==> src/rtl/lsu_pkg.sv <==
// Shared encodings for the load/store unit: access sizes, response error codes and FSM states.
package lsu_pkg;

    typedef enum logic [1:0] {
        SIZE_B   = 2'b00,
        SIZE_H   = 2'b01,
        SIZE_W   = 2'b10,
        SIZE_ILL = 2'b11
    } size_e;

    typedef enum logic [1:0] {
        ERR_OK       = 2'b00,
        ERR_MISALIGN = 2'b01,
        ERR_TIMEOUT  = 2'b10,
        ERR_ILLEGAL  = 2'b11
    } err_e;

    typedef enum logic [1:0] {
        ST_IDLE  = 2'b00,
        ST_BEAT0 = 2'b01,
        ST_BEAT1 = 2'b10,
        ST_RESP  = 2'b11
    } state_e;

    // Bytes touched by an access; 0 for the illegal encoding.
    function automatic int size_bytes(input logic [1:0] size);
        case (size)
            SIZE_B:  return 1;
            SIZE_H:  return 2;
            SIZE_W:  return 4;
            default: return 0;
        endcase
    endfunction

endpackage

==> src/rtl/lsu_align.sv <==
// Byte-lane steering: builds store masks/data for both beats from the address offset,
// and assembles/extends load data from the two beat words.
module lsu_align
    import lsu_pkg::*;
#(
    parameter int XLEN  = 32,
    parameter int OFF_W = $clog2(XLEN / 8)
) (
    input  logic [OFF_W-1:0]  off,
    input  logic [1:0]        size,
    input  logic              sign,
    input  logic [XLEN-1:0]   wdata,
    input  logic [XLEN-1:0]   lo_data,
    input  logic [XLEN-1:0]   hi_data,
    output logic [XLEN/8-1:0] wmask0,
    output logic [XLEN/8-1:0] wmask1,
    output logic [XLEN-1:0]   wdata0,
    output logic [XLEN-1:0]   wdata1,
    output logic [XLEN-1:0]   ldata
);
    localparam int NB = XLEN / 8;

    int                nbytes;
    logic [NB-1:0]     smask;
    logic [2*NB-1:0]   mask_wide;
    logic [2*XLEN-1:0] data_wide;
    logic [XLEN-1:0]   shifted;
    logic              msb;

    // The upper half of each double-width shift is what spills into the second beat.
    always_comb begin
        nbytes = size_bytes(size);
        smask  = '0;
        for (int i = 0; i < NB; i++) smask[i] = (i < nbytes);
        mask_wide = {{NB{1'b0}}, smask} << off;
        data_wide = {{XLEN{1'b0}}, wdata} << {off, 3'b000};
        shifted   = XLEN'({hi_data, lo_data} >> {off, 3'b000});
        case (size)
            SIZE_B:  msb = shifted[7];
            SIZE_H:  msb = shifted[15];
            default: msb = shifted[31];
        endcase
        for (int i = 0; i < XLEN; i++) ldata[i] = (i < 8 * nbytes) ? shifted[i] : (sign & msb);
    end

    assign wmask0 = mask_wide[NB-1:0];
    assign wmask1 = mask_wide[2*NB-1:NB];
    assign wdata0 = data_wide[XLEN-1:0];
    assign wdata1 = data_wide[2*XLEN-1:XLEN];

endmodule

==> src/rtl/lsu_split_access.sv <==
// MEM-stage load/store unit: variable-latency req/rvalid memory port, word-crossing
// accesses split into two beats, per-beat timeout, registered one-cycle response.
module lsu_split_access
    import lsu_pkg::*;
#(
    parameter int XLEN           = 32,
    parameter int ADDR_W         = 11,
    parameter bit MISALIGN_SPLIT = 1'b1,
    parameter int TIMEOUT_CYC    = 255
) (
    input  logic              clk_i,
    input  logic              reset_i,
    input  logic              req_valid_i,
    output logic              req_ready_o,
    input  logic              req_wen_i,
    input  logic [1:0]        req_size_i,
    input  logic              req_sign_i,
    input  logic [ADDR_W-1:0] req_addr_i,
    input  logic [XLEN-1:0]   req_wdata_i,
    input  logic [4:0]        req_rd_i,
    output logic              stall_o,
    output logic              rsp_valid_o,
    output logic [XLEN-1:0]   rsp_rdata_o,
    output logic [4:0]        rsp_rd_o,
    output logic [1:0]        rsp_err_o,
    output logic              mem_req_o,
    output logic              mem_wen_o,
    output logic [XLEN/8-1:0] mem_wmask_o,
    output logic [ADDR_W-1:0] mem_addr_o,
    output logic [XLEN-1:0]   mem_wdata_o,
    input  logic              mem_rvalid_i,
    input  logic [XLEN-1:0]   mem_rdata_i
);
    localparam int NB    = XLEN / 8;
    localparam int OFF_W = $clog2(NB);
    localparam int CNT_W = (TIMEOUT_CYC > 1) ? $clog2(TIMEOUT_CYC + 1) : 1;

    typedef struct packed {
        logic              req;
        logic              wen;
        logic [NB-1:0]     wmask;
        logic [ADDR_W-1:0] addr;
        logic [XLEN-1:0]   wdata;
    } mem_beat_t;

    typedef struct packed {
        logic            valid;
        logic [XLEN-1:0] rdata;
        logic [4:0]      rd;
        err_e            err;
    } rsp_t;

    typedef struct packed {
        logic             wen;
        logic             sign;
        logic [1:0]       size;
        logic [OFF_W-1:0] off;
        logic             crossing;
        logic [4:0]       rd;
        logic [NB-1:0]    wmask1;
        logic [XLEN-1:0]  wdata1;
    } ctx_t;

    function automatic rsp_t make_rsp(input logic [XLEN-1:0] rdata, input logic [4:0] rd, input err_e err);
        rsp_t r;
        r.valid = 1'b1;
        r.rdata = rdata;
        r.rd    = rd;
        r.err   = err;
        return r;
    endfunction

    state_e          state_q, state_d;
    ctx_t            ctx_q, ctx_d;
    mem_beat_t       mem_q, mem_d;
    rsp_t            rsp_q, rsp_d;
    logic [XLEN-1:0] lo_q, lo_d;
    logic [CNT_W-1:0] wait_q, wait_d;

    logic [OFF_W-1:0] req_off, align_off;
    logic [1:0]       align_size;
    logic             req_crossing, timeout_hit;
    logic [NB-1:0]    wmask0, wmask1;
    logic [XLEN-1:0]  wdata0, wdata1, ldata, lo_sel;

    assign req_off      = req_addr_i[OFF_W-1:0];
    assign req_crossing = (int'(req_off) + size_bytes(req_size_i)) > NB;
    assign timeout_hit  = (TIMEOUT_CYC != 0) && (wait_q == CNT_W'(TIMEOUT_CYC - 1));

    // Store steering is only consumed on accept; load assembly only while a beat completes.
    assign align_off  = (state_q == ST_IDLE) ? req_off : ctx_q.off;
    assign align_size = (state_q == ST_IDLE) ? req_size_i : ctx_q.size;
    assign lo_sel     = (state_q == ST_BEAT1) ? lo_q : mem_rdata_i;

    lsu_align #(.XLEN(XLEN), .OFF_W(OFF_W)) u_align (
        .off     (align_off),
        .size    (align_size),
        .sign    (ctx_q.sign),
        .wdata   (req_wdata_i),
        .lo_data (lo_sel),
        .hi_data (mem_rdata_i),
        .wmask0  (wmask0),
        .wmask1  (wmask1),
        .wdata0  (wdata0),
        .wdata1  (wdata1),
        .ldata   (ldata)
    );

    // NOTE: every combinational output is given a default before the case so no path can infer a latch.
    always_comb begin
        state_d   = state_q;
        ctx_d     = ctx_q;
        mem_d     = mem_q;
        rsp_d     = rsp_q;
        rsp_d.valid = 1'b0;
        lo_d      = lo_q;
        wait_d    = wait_q;
        case (state_q)
            ST_IDLE: begin
                if (req_valid_i) begin
                    ctx_d = '{wen: req_wen_i, sign: req_sign_i, size: req_size_i, off: req_off,
                              crossing: req_crossing, rd: req_rd_i, wmask1: wmask1, wdata1: wdata1};
                    if (req_size_i == SIZE_ILL) begin
                        state_d = ST_RESP;
                        rsp_d   = make_rsp('0, req_rd_i, ERR_ILLEGAL);
                    end else if (req_crossing && !MISALIGN_SPLIT) begin
                        state_d = ST_RESP;
                        rsp_d   = make_rsp('0, req_rd_i, ERR_MISALIGN);
                    end else begin
                        state_d = ST_BEAT0;
                        mem_d   = '{req: 1'b1, wen: req_wen_i, wmask: wmask0,
                                    addr: {req_addr_i[ADDR_W-1:OFF_W], {OFF_W{1'b0}}}, wdata: wdata0};
                        wait_d  = '0;
                    end
                end
            end
            ST_BEAT0, ST_BEAT1: begin
                if (mem_rvalid_i) begin
                    if (state_q == ST_BEAT0) lo_d = mem_rdata_i;
                    if (state_q == ST_BEAT0 && ctx_q.crossing) begin
                        state_d     = ST_BEAT1;
                        mem_d.addr  = mem_q.addr + ADDR_W'(NB);
                        mem_d.wmask = ctx_q.wmask1;
                        mem_d.wdata = ctx_q.wdata1;
                        wait_d      = '0;
                    end else begin
                        state_d   = ST_RESP;
                        mem_d.req = 1'b0;
                        mem_d.wen = 1'b1;
                        rsp_d     = make_rsp(ctx_q.wen ? ldata : '0, ctx_q.rd, ERR_OK);
                    end
                end else if (timeout_hit) begin
                    state_d   = ST_RESP;
                    mem_d.req = 1'b0;
                    mem_d.wen = 1'b1;
                    rsp_d     = make_rsp('0, ctx_q.rd, ERR_TIMEOUT);
                end else begin
                    wait_d = wait_q + CNT_W'(1);
                end
            end
            default: state_d = ST_IDLE;
        endcase
    end

    always_ff @(posedge clk_i) begin
        if (!reset_i) begin
            state_q   <= ST_IDLE;
            ctx_q     <= '0;
            mem_q     <= '0;
            mem_q.wen <= 1'b1;
            rsp_q     <= '0;
            lo_q      <= '0;
            wait_q    <= '0;
        end else begin
            state_q <= state_d;
            ctx_q   <= ctx_d;
            mem_q   <= mem_d;
            rsp_q   <= rsp_d;
            lo_q    <= lo_d;
            wait_q  <= wait_d;
        end
    end

    assign req_ready_o = (state_q == ST_IDLE);
    assign stall_o     = ~req_ready_o & (state_q != ST_RESP);
    assign rsp_valid_o = rsp_q.valid;
    assign rsp_rdata_o = rsp_q.rdata;
    assign rsp_rd_o    = rsp_q.rd;
    assign rsp_err_o   = rsp_q.err;
    assign mem_req_o   = mem_q.req;
    assign mem_wen_o   = mem_q.wen;
    assign mem_wmask_o = mem_q.wmask;
    assign mem_addr_o  = mem_q.addr;
    assign mem_wdata_o = mem_q.wdata;

endmodule

==> config.mk <==
export PLATFORM = sky130hd
export DESIGN_NAME = lsu_split_access
export DESIGN_NICKNAME = d
export VERILOG_FILES = /design/src/rtl/lsu_pkg.sv /design/src/rtl/lsu_align.sv /design/src/rtl/lsu_split_access.sv
export SDC_FILE = /design/constraint.sdc
export NUM_CORES = 1
export LEC_CHECK = 0
export BUFFER_PORTS_ARGS = -buffer_cell sky130_fd_sc_hd__clkbuf_2
export CORE_AREA = 2 2 156 158
export CTS_CLUSTER_SIZE = 30
export DETAILED_ROUTE_END_ITERATION = 7
export DIE_AREA = 0 0 158 160
export PLACE_DENSITY = 0.59
export SYNTH_ARGS = -nofsm -noshare
export SYNTH_HDL_FRONTEND = slang
export SYNTH_SLANG_ARGS = --single-unit
==> constraint.sdc <==
create_clock -name clk_i -period 5 [get_ports clk_i]
set_clock_uncertainty 0.15 [all_clocks]
set_input_delay 0.5 -clock clk_i [delete_from_list [all_inputs] [get_ports clk_i]]
set_output_delay 0.5 -clock clk_i [all_outputs]
set_load 0.005 [all_outputs]
==> results of run 1 <==
==> per-layer routing <==
layer | track usage (%) | vias up | wire length [um] | part of all wire, %
met3 | 4.67 | 41 | 1710 | 6.0
met5 | 0 | - | 0 | 0
li1 | - | 4180 | - | -
met1 | 32.0 | 4041 | 13700 | 48
met2 | 33.2 | 283 | 12400 | 44
met4 | 7.29 | 0 | 658 | 2.3
==> layout by cell type, fill, tap and decap left out, types with 11 or more instances in the layout <==
cell type                   count
sky130_fd_sc_hd__a211oi_1      27
sky130_fd_sc_hd__a21oi_1      103
sky130_fd_sc_hd__a221oi_1      20
sky130_fd_sc_hd__a32o_1        15
sky130_fd_sc_hd__and2_1        14
sky130_fd_sc_hd__and3_1        11
sky130_fd_sc_hd__buf_4         14
sky130_fd_sc_hd__clkbuf_16     17
sky130_fd_sc_hd__clkbuf_2     176
sky130_fd_sc_hd__dfxtp_1      168
sky130_fd_sc_hd__ha_1          15
sky130_fd_sc_hd__inv_1         13
sky130_fd_sc_hd__mux2_2        16
sky130_fd_sc_hd__mux2i_1       68
sky130_fd_sc_hd__nand2_1      192
sky130_fd_sc_hd__nand2b_1      20
sky130_fd_sc_hd__nand3_1       25
sky130_fd_sc_hd__nor2_1       100
sky130_fd_sc_hd__nor3_1        29
sky130_fd_sc_hd__o21ai_0       54
sky130_fd_sc_hd__o22ai_1       11
sky130_fd_sc_hd__o2bb2ai_1     17
==> layout make-up <==
type / instances / area [um2]
clock buffers: 24 / 502
clock inverters: 8 / 86.3
fillers: 2465 / 13300
inverters: 16 / 61.3
multi-input cells: 827 / 5080
flip-flops and latches: 168 / 3360
well taps: 324 / 405
repair buffers: 190 / 986
==> cells in the mapped netlist (17+ instances only) <==
master	number	share of area, %
sky130_fd_sc_hd__buf_2	18	1.0
sky130_fd_sc_hd__nand3_1	25	1.4
sky130_fd_sc_hd__clkbuf_1	62	2.6
sky130_fd_sc_hd__nand2b_1	20	1.4
sky130_fd_sc_hd__o2bb2ai_1	17	1.7
sky130_fd_sc_hd__nand2_1	192	8.1
sky130_fd_sc_hd__o21ai_0	54	3.1
sky130_fd_sc_hd__nor2_1	101	4.3
sky130_fd_sc_hd__a211oi_1	27	2.3
sky130_fd_sc_hd__dfxtp_1	168	38
sky130_fd_sc_hd__a221oi_1	20	2.0
sky130_fd_sc_hd__nor3_1	29	1.6
sky130_fd_sc_hd__mux2_2	17	2.2
sky130_fd_sc_hd__mux2i_1	69	7.8
sky130_fd_sc_hd__a21oi_1	103	5.8
==> cell families after synthesis <==
kind of cell	synth area share [%]
simple gates	20.1
compound gates	23.5
flops	38.0
buf+inv	4.96
mux	10.6
fa+ha+maj	2.35
xor+xnor	0.396
other cells	0.0424
==> worst min path at each step <==
stage | end | slack [ns] | cells after the start
6_report | lo_q[27] | 0.14 | 3
5_1_grt | rsp_rd_o[2] | 0.15 | 2
4_1_cts | lo_q[27] | 0.14 | 3
3_5_place_dp | ctx_q[37] | 0.29 | 2
3_3_place_gp | ctx_q[37] | 0.29 | 2
2_1_floorplan | ctx_q[36] | 0.28 | 2
==> power breakdown <==
group	internal (mW)	leakage (nW)	switching (mW)
clock network	0.757	0.276	0.556
logic	1.05	2.51	2.01
registers	1.57	1.37	0.161
total	3.38	4.15	2.73
==> sequential cells by signal, indices dropped and copies added, names as in the netlist, 4 cells and up <==
name / cells
mem_addr_o: 9
mem_wdata_o: 32
ctx_q: 39
wait_q: 8
lo_q: 32
mem_wmask_o: 4
rsp_rdata_o: 32
rsp_rd_o: 5
==> tightest hold or removal path: stages <==
cell and delay (ns):
sky130_fd_sc_hd__clkbuf_2 0.09, sky130_fd_sc_hd__nand2_1 0.05, sky130_fd_sc_hd__a21oi_1 0.05
==> stage by stage <==
| stage | instances | setup WS, ns | hold WS [ns] | cell area [um2] |
|---|---|---|---|---|
| 6_report | 1557 | 1.38 | 0.145 | 10500 |
| 5_1_grt | 1557 | 1.22 | 0.155 | 10500 |
| 4_1_cts | 1557 | 1.43 | 0.137 | 10500 |
| 3_5_place_dp | 1525 | 1.44 | 0.293 | 9890 |
| 3_3_place_gp | 1525 | 1.56 | 0.288 | 9890 |
| 2_1_floorplan | 1100 | 2.25 | 0.282 | 8850 |
==> results.txt, run 1 <==
----------------------------------------------------
[Run status]
  Status ... complete, no violations

[Cells and area]
  Proportion of layout cells with a drive suffix above 1 ... 20.4%
  Core Util, Final ... 44.0%
  Synthesis-to-layout area growth ... 18.5%
  Antenna fix cells ... 0
  Net count, final ... 1324

[Timing]
  RSZ-0062 raised after global routing ... false
  Max_slew headroom ... 29.6%
  Final count of negative-setup-slack endpoints ... 0
  Count of endpoints failing hold in the final timing report ... 0
  Fin Setup TNS ... 0 ns
  Timing-limited maximum frequency ... 276 MHz
  Post-route clock period utilization ... 72.4%
  Final min period ... 3.62 ns
  Max-slew violation count ... 0
  Least-Margin Pin Slew ... 1.06 ns

[Clock network]
  Clock latency at the later pin of the worst-skew pair ... 0.43 ns
  Post-CTS setup buffer count ... 0
  Clock Root Buffer ... sky130_fd_sc_hd__clkbuf_16
  Clock slew at the register clock pins of the worst setup and hold paths ... 0.07 ns
  CTS tree ... done
  Number of buffers between clock root and the deepest sink ... 2
  CTS Hold Buffers Added ... 0
  Sinks on Clock Net ... 168
  Max H-tree Level ... 4
  Cells resized by post-CTS repair ... 0
  TritonCTS Buffers ... 17

[Setup path]
  Worst reg2reg startpoint ... state_q[0]
  Critical path buffer and inverter count ... 1
  Largest fanout on the critical path ... 17
  Number of cell instances on the worst register-to-register path ... 7
  CP required ... 5.17 ns
  Setup crit start kind ... register
  Kind of cell adding the most delay to the critical path ... multiplexers
  Arr. time, crit path ... 3.79 ns
  Slowest stage delay, CP ... 0.72 ns
  Slowest stage cell, crit path ... sky130_fd_sc_hd__mux2i_4
  Critical path start-end classification ... register to register
  Critical R2R Capture ... rsp_rdata_o[20]
  Worst setup path endpoint ... rsp_rdata_o[20]
  Chain of cells forming the critical path ... inv_1, ha_1, mux2i_4, mux2i_1, o32ai_4, a2111o_1, a32o_1
  Worst reg2reg setup slack ... 1.38 ns
  Endpoint class of the critical path ... register
  WP depth ... 7
  Critical path origin ... state_q[0]

[Pwr]
  LEAKAGE ... 4.15 nW
  Maximum VDD drop ... 0.258 mV
  Pwr/cell area ... 583 nW/um2
  Total power after layout ... 6.11 mW

[Route]
  Drt drc ... 0
  Antenna violation net count after detailed routing ... 0
  Via count ... 8545
  Starting DRC count in detailed routing ... 841
  Overall routed net length ... 28.5 mm
  Via density ... 5.49
  Number of iterations in the first detailed-routing pass ... 5
  Routed length per placed instance ... 18.3 um

[GRT]
  Combined global-route utilization of all metal layers ... 22.3%
  Number of antenna violations at the first check in global routing ... 0
  Pin count of the biggest net entering global routing ... 91
  Wire length of the first global-routing pass ... 44.7 mm
  Remaining global-route overflow ... 0
  Vias in the first global route ... 8011

[Floorplanning]
  Effective utilization at floorplan ... 37.1%
  I/O pin count ... 179
  Core box area ... 23800 um2
  Number of placement rows ... 57
  Die boundary height ... 160 um
  Die boundary width ... 158 um
  Area enclosed by the die boundary ... 25300 um2

[Logic synthesis]
  Netlist Area Pre-Place ... 8850 um2
  Main flop type after synthesis ... sky130_fd_sc_hd__dfxtp_1
  Post-synth EDFFs ... 0
  Share of flip-flops with an asynchronous set or reset after synthesis ... 0%
  Post-synthesis sequential area ratio ... 38.0%
  Gate count of the mapped netlist ... 1099
  Synthesis warning total ... 0
  Number of distinct library cell variants in the gate-level netlist after synthesis ... 57
  Synth Area per Inst ... 8.05 um2
  Flops & latches, synth ... 168

[Place]
  Detailed Place HPWL ... 20.2 mm
  I/O Buffers ... 176
  Weighted congestion reported at the end of routability-driven placement ... 0.872

[Worst hold path]
  Hold Crit Class ... input port to register
  Hold path startpoint ... mem_rdata_i[27]

[Job]
  # Max-Cap Violations ... 0

----------------------------------------------------
(Power assumes the default switching activity.)
==> run 2, diff against run 1 <==
Settings changed: ABC_AREA set to 1, CORE_AREA 2 2 156 158 to 2 2 159 161, DIE_AREA 0 0 158 160 to 0 0 161 163.
Clock period 5 ns to 3.8 ns, I/O delays scaled along.
==> results.txt, run 2 <==
----------------------------------------------------
[Floorplanning]
  I/O pin count ... 179
  Die boundary height ... 163 um
  Die boundary width ... 161 um
  Core box area ... 24700 um2
  Effective utilization at floorplan ... 37.0%
  Number of placement rows ... 58
  Area enclosed by the die boundary ... 26200 um2

[Timing]
  RSZ-0062 raised after global routing ... false
  Timing-limited maximum frequency ... 312 MHz
  Post-route clock period utilization ... 84.4%
  Max_slew headroom ... 34.3%
  Final count of negative-setup-slack endpoints ... 0
  Fin Setup TNS ... 0 ns
  Count of endpoints failing hold in the final timing report ... 0
  Max-slew violation count ... 0
  Final min period ... 3.21 ns
  Fin worst setup slack ... 0.592 ns
  Fin Hold WS ... 0.0583 ns
  Least-Margin Pin Slew ... 0.985 ns

[Setup path]
  Kind of cell adding the most delay to the critical path ... simple AND/OR/NAND/NOR gates
  Largest fanout on the critical path ... 40
  Critical path origin ... state_q[1]
  Number of cell instances on the worst register-to-register path ... 11
  Arr. time, crit path ... 3.42 ns
  Critical path buffer and inverter count ... 1
  Critical path start-end classification ... register to register
  CP required ... 4.01 ns
  Slowest stage delay, CP ... 0.48 ns
  Endpoint class of the critical path ... register
  Chain of cells forming the critical path ... inv_1, ha_1, nand2_1, o21ai_1, o21ai_1, nand3_4, nor2_8, nand2_4, nor2_1, nand2_1, a21oi_1
  Slowest stage cell, crit path ... sky130_fd_sc_hd__nand3_4
  Worst reg2reg startpoint ... state_q[1]
  Setup crit start kind ... register
  WP depth ... 11

[Route]
  Via density ... 5.12
  Amount of wire on met2 after detailed routing ... 13.9 mm
  Routed length per placed instance ... 16.0 um
  Detail Route met3 WL ... 1.35 mm
  Overall routed net length ... 29.1 mm
  Via count ... 9324
  Drt drc ... 0
  Antenna violation net count after detailed routing ... 0
  Starting DRC count in detailed routing ... 721
  DRT met1 WL ... 13.0 mm
  Highest layer used for signal routing ... met4
  Number of iterations in the first detailed-routing pass ... 5

[Pwr]
  Sequential Power Share ... 25.3%
  Clock share of power ... 19.3%
  Combinational Power Share ... 55.5%
  Maximum VDD drop ... 0.526 mV
  Total net switching power ... 4.84 mW
  Total power after layout ... 9.50 mW
  Switching share of power ... 51.0%
  Pwr/cell area ... 881 nW/um2
  Internal power component ... 4.65 mW
  LEAKAGE ... 4.45 nW

[Logic synthesis]
  Fraction of the mapped netlist area in compound gates ... 26.6%
  Top cell types by occurrence after synthesis ... 334 x sky130_fd_sc_hd__nand2_1, 179 x sky130_fd_sc_hd__a21oi_1, 168 x sky130_fd_sc_hd__dfxtp_1, 162 x sky130_fd_sc_hd__o21ai_0, 114 x sky130_fd_sc_hd__nor2_1
  Share of flip-flops with an asynchronous set or reset after synthesis ... 0%
  Most instantiated library cell after synthesis ... sky130_fd_sc_hd__nand2_1
  Synthesis warning total ... 0
  Leading post-synthesis cells by cell area ... sky130_fd_sc_hd__dfxtp_1 37%, sky130_fd_sc_hd__nand2_1 14%, sky130_fd_sc_hd__a21oi_1 9.8%
  Main flop type after synthesis ... sky130_fd_sc_hd__dfxtp_1
  Dominant combinational cell family by area after synthesis ... compound AO/OA/AOI/OAI gates
  Mux cell area share after synthesis ... 0.548%
  XOR/XNOR Fraction of Synth Area ... 0.192%
  Post-synthesis sequential area ratio ... 36.8%
  Netlist Area Pre-Place ... 9140 um2
  Synth Area per Inst ... 6.73 um2
  Post-synthesis share of cell area spent on and, or, nand and nor gates ... 25.2%
  Post-synth EDFFs ... 0
  Number of distinct library cell variants in the gate-level netlist after synthesis ... 46
  Post-synth top area cell ... sky130_fd_sc_hd__dfxtp_1
  Share of Yosys cell area claimed by the top area cell type ... 36.8%
  Gate count of the mapped netlist ... 1358
  Flops & latches, synth ... 168
  Synth Area in Adders ... 2.27%

[Clock network]
  Number of buffers between clock root and the deepest sink ... 2
  Clock latency at the later pin of the worst-skew pair ... 0.44 ns
  Sinks on Clock Net ... 168
  TritonCTS Buffers ... 17
  CTS tree ... done
  Max H-tree Level ... 4
  Post-CTS setup buffer count ... 0
  Clock slew at the register clock pins of the worst setup and hold paths ... 0.07 ns
  Cells resized by post-CTS repair ... 0
  Clock Root Buffer ... sky130_fd_sc_hd__clkbuf_16
  CTS Hold Buffers Added ... 0

[GRT]
  Number of antenna violations at the first check in global routing ... 0
  Remaining global-route overflow ... 0
  Combined global-route utilization of all metal layers ... 22.0%
  Pin count of the biggest net entering global routing ... 61
  Wire length of the first global-routing pass ... 45.7 mm
  Vias in the first global route ... 8544

[Cells and area]
  Most common cell after layout, fill and taps aside ... sky130_fd_sc_hd__nand2_1
  Flip-flop count of the largest register, all copies and words added ... 39
  Antenna fix cells ... 0
  Leading cell types in the layout, fill and taps excluded ... 334 x sky130_fd_sc_hd__nand2_1, 179 x sky130_fd_sc_hd__a21oi_1, 176 x sky130_fd_sc_hd__clkbuf_2
  Net count, final ... 1583
  Final non-filler cell total ... 1822
  Largest register by flop count ... ctx_q
  Proportion of layout cells with a drive suffix above 1 ... 20.8%
  Synthesis-to-layout area growth ... 18.0%
  Core Util, Final ... 43.7%
  Finished layout cell area ... 10800 um2

[Place]
  Worst slack at placement ... 0.634 ns
  Post-Place Cell Area ... 10200 um2
  Weighted congestion reported at the end of routability-driven placement ... 0.863
  Number of placed cells counting well taps ... 1790
  I/O Buffers ... 176
  Detailed Place HPWL ... 20.5 mm

[Run status]
  Status ... complete, no violations

[Job]
  # Max-Cap Violations ... 0

[Worst hold path]
  Hold Crit Class ... input port to register
  Hold Path Stages ... 3
  Hold path startpoint ... req_addr_i[2]

----------------------------------------------------
==> run 2: cell types whose count changed in the layout (fill, tap and decap cells not counted), sizes merged, moves of 17 or more <==
cell / before / now
nand3: 25 / 50
mux2i: 71 / 5
inv: 15 / 94
o21ai: 54 / 180
nor3: 31 / 4
nand2b: 20 / 0
o2bb2ai: 17 / 0
mux2: 19 / 0
nor2: 102 / 147
nand2: 192 / 342
a21oi: 103 / 209
==> run 2: power groups by stage <==
stage | combinational, mW | sequential [mW] | clock [mW]
after detailed placement | 5.26 | 2.43 | 0
after global placement | 5.24 | 2.43 | 0
after CTS | 5.28 | 2.40 | 1.86
after floorplan | 3.71 | 2.40 | 0
final | 5.27 | 2.40 | 1.83
after global routing | 5.91 | 2.45 | 1.93
==> run 2: worst paths after layout <==
kind                    endpoint  slack, ns
setup reg to reg  rsp_rdata_o[0]       0.59
setup / recovery  rsp_rdata_o[0]       0.59
hold reg to reg        ctx_q[47]       0.30
hold / removal     mem_addr_o[2]       0.06
==> run 2: tightest hold or removal path, cell delays in order <==
cell and delay (ns):
sky130_fd_sc_hd__clkbuf_2 0.09, sky130_fd_sc_hd__a211oi_1 0.06, sky130_fd_sc_hd__nor2_1 0.07
==> run 2: cell type report <==
cell class                 instances  area, um2
inverter                          86        324
fill                            2630      13900
clock buffer                      17        425
timing repair buffer             193       1030
clock inverter                    15        193
tap                              330        413
sequential                       168       3360
multi-input combinational       1013       5030
==> run 2: layer usage <==
layer	up-vias	track usage [%]
met5	-	0
li1	4747	-
met3	53	3.13
met1	4274	28.8
met4	0	8.60
met2	250	36.7
==> run 2: logic make-up (layout without fill, tap and decap cells) <==
logic type               after synthesis  in the layout
AO/OA/AOI/OAI                        437            437
XOR/XNOR                               2              2
adder cells (fa/ha/maj)               16             16
buffers and inverters                178            311
flip-flops                           168            168
multiplexers                           5              5
other                                  1              2
AND/OR/NAND/NOR                      551            551
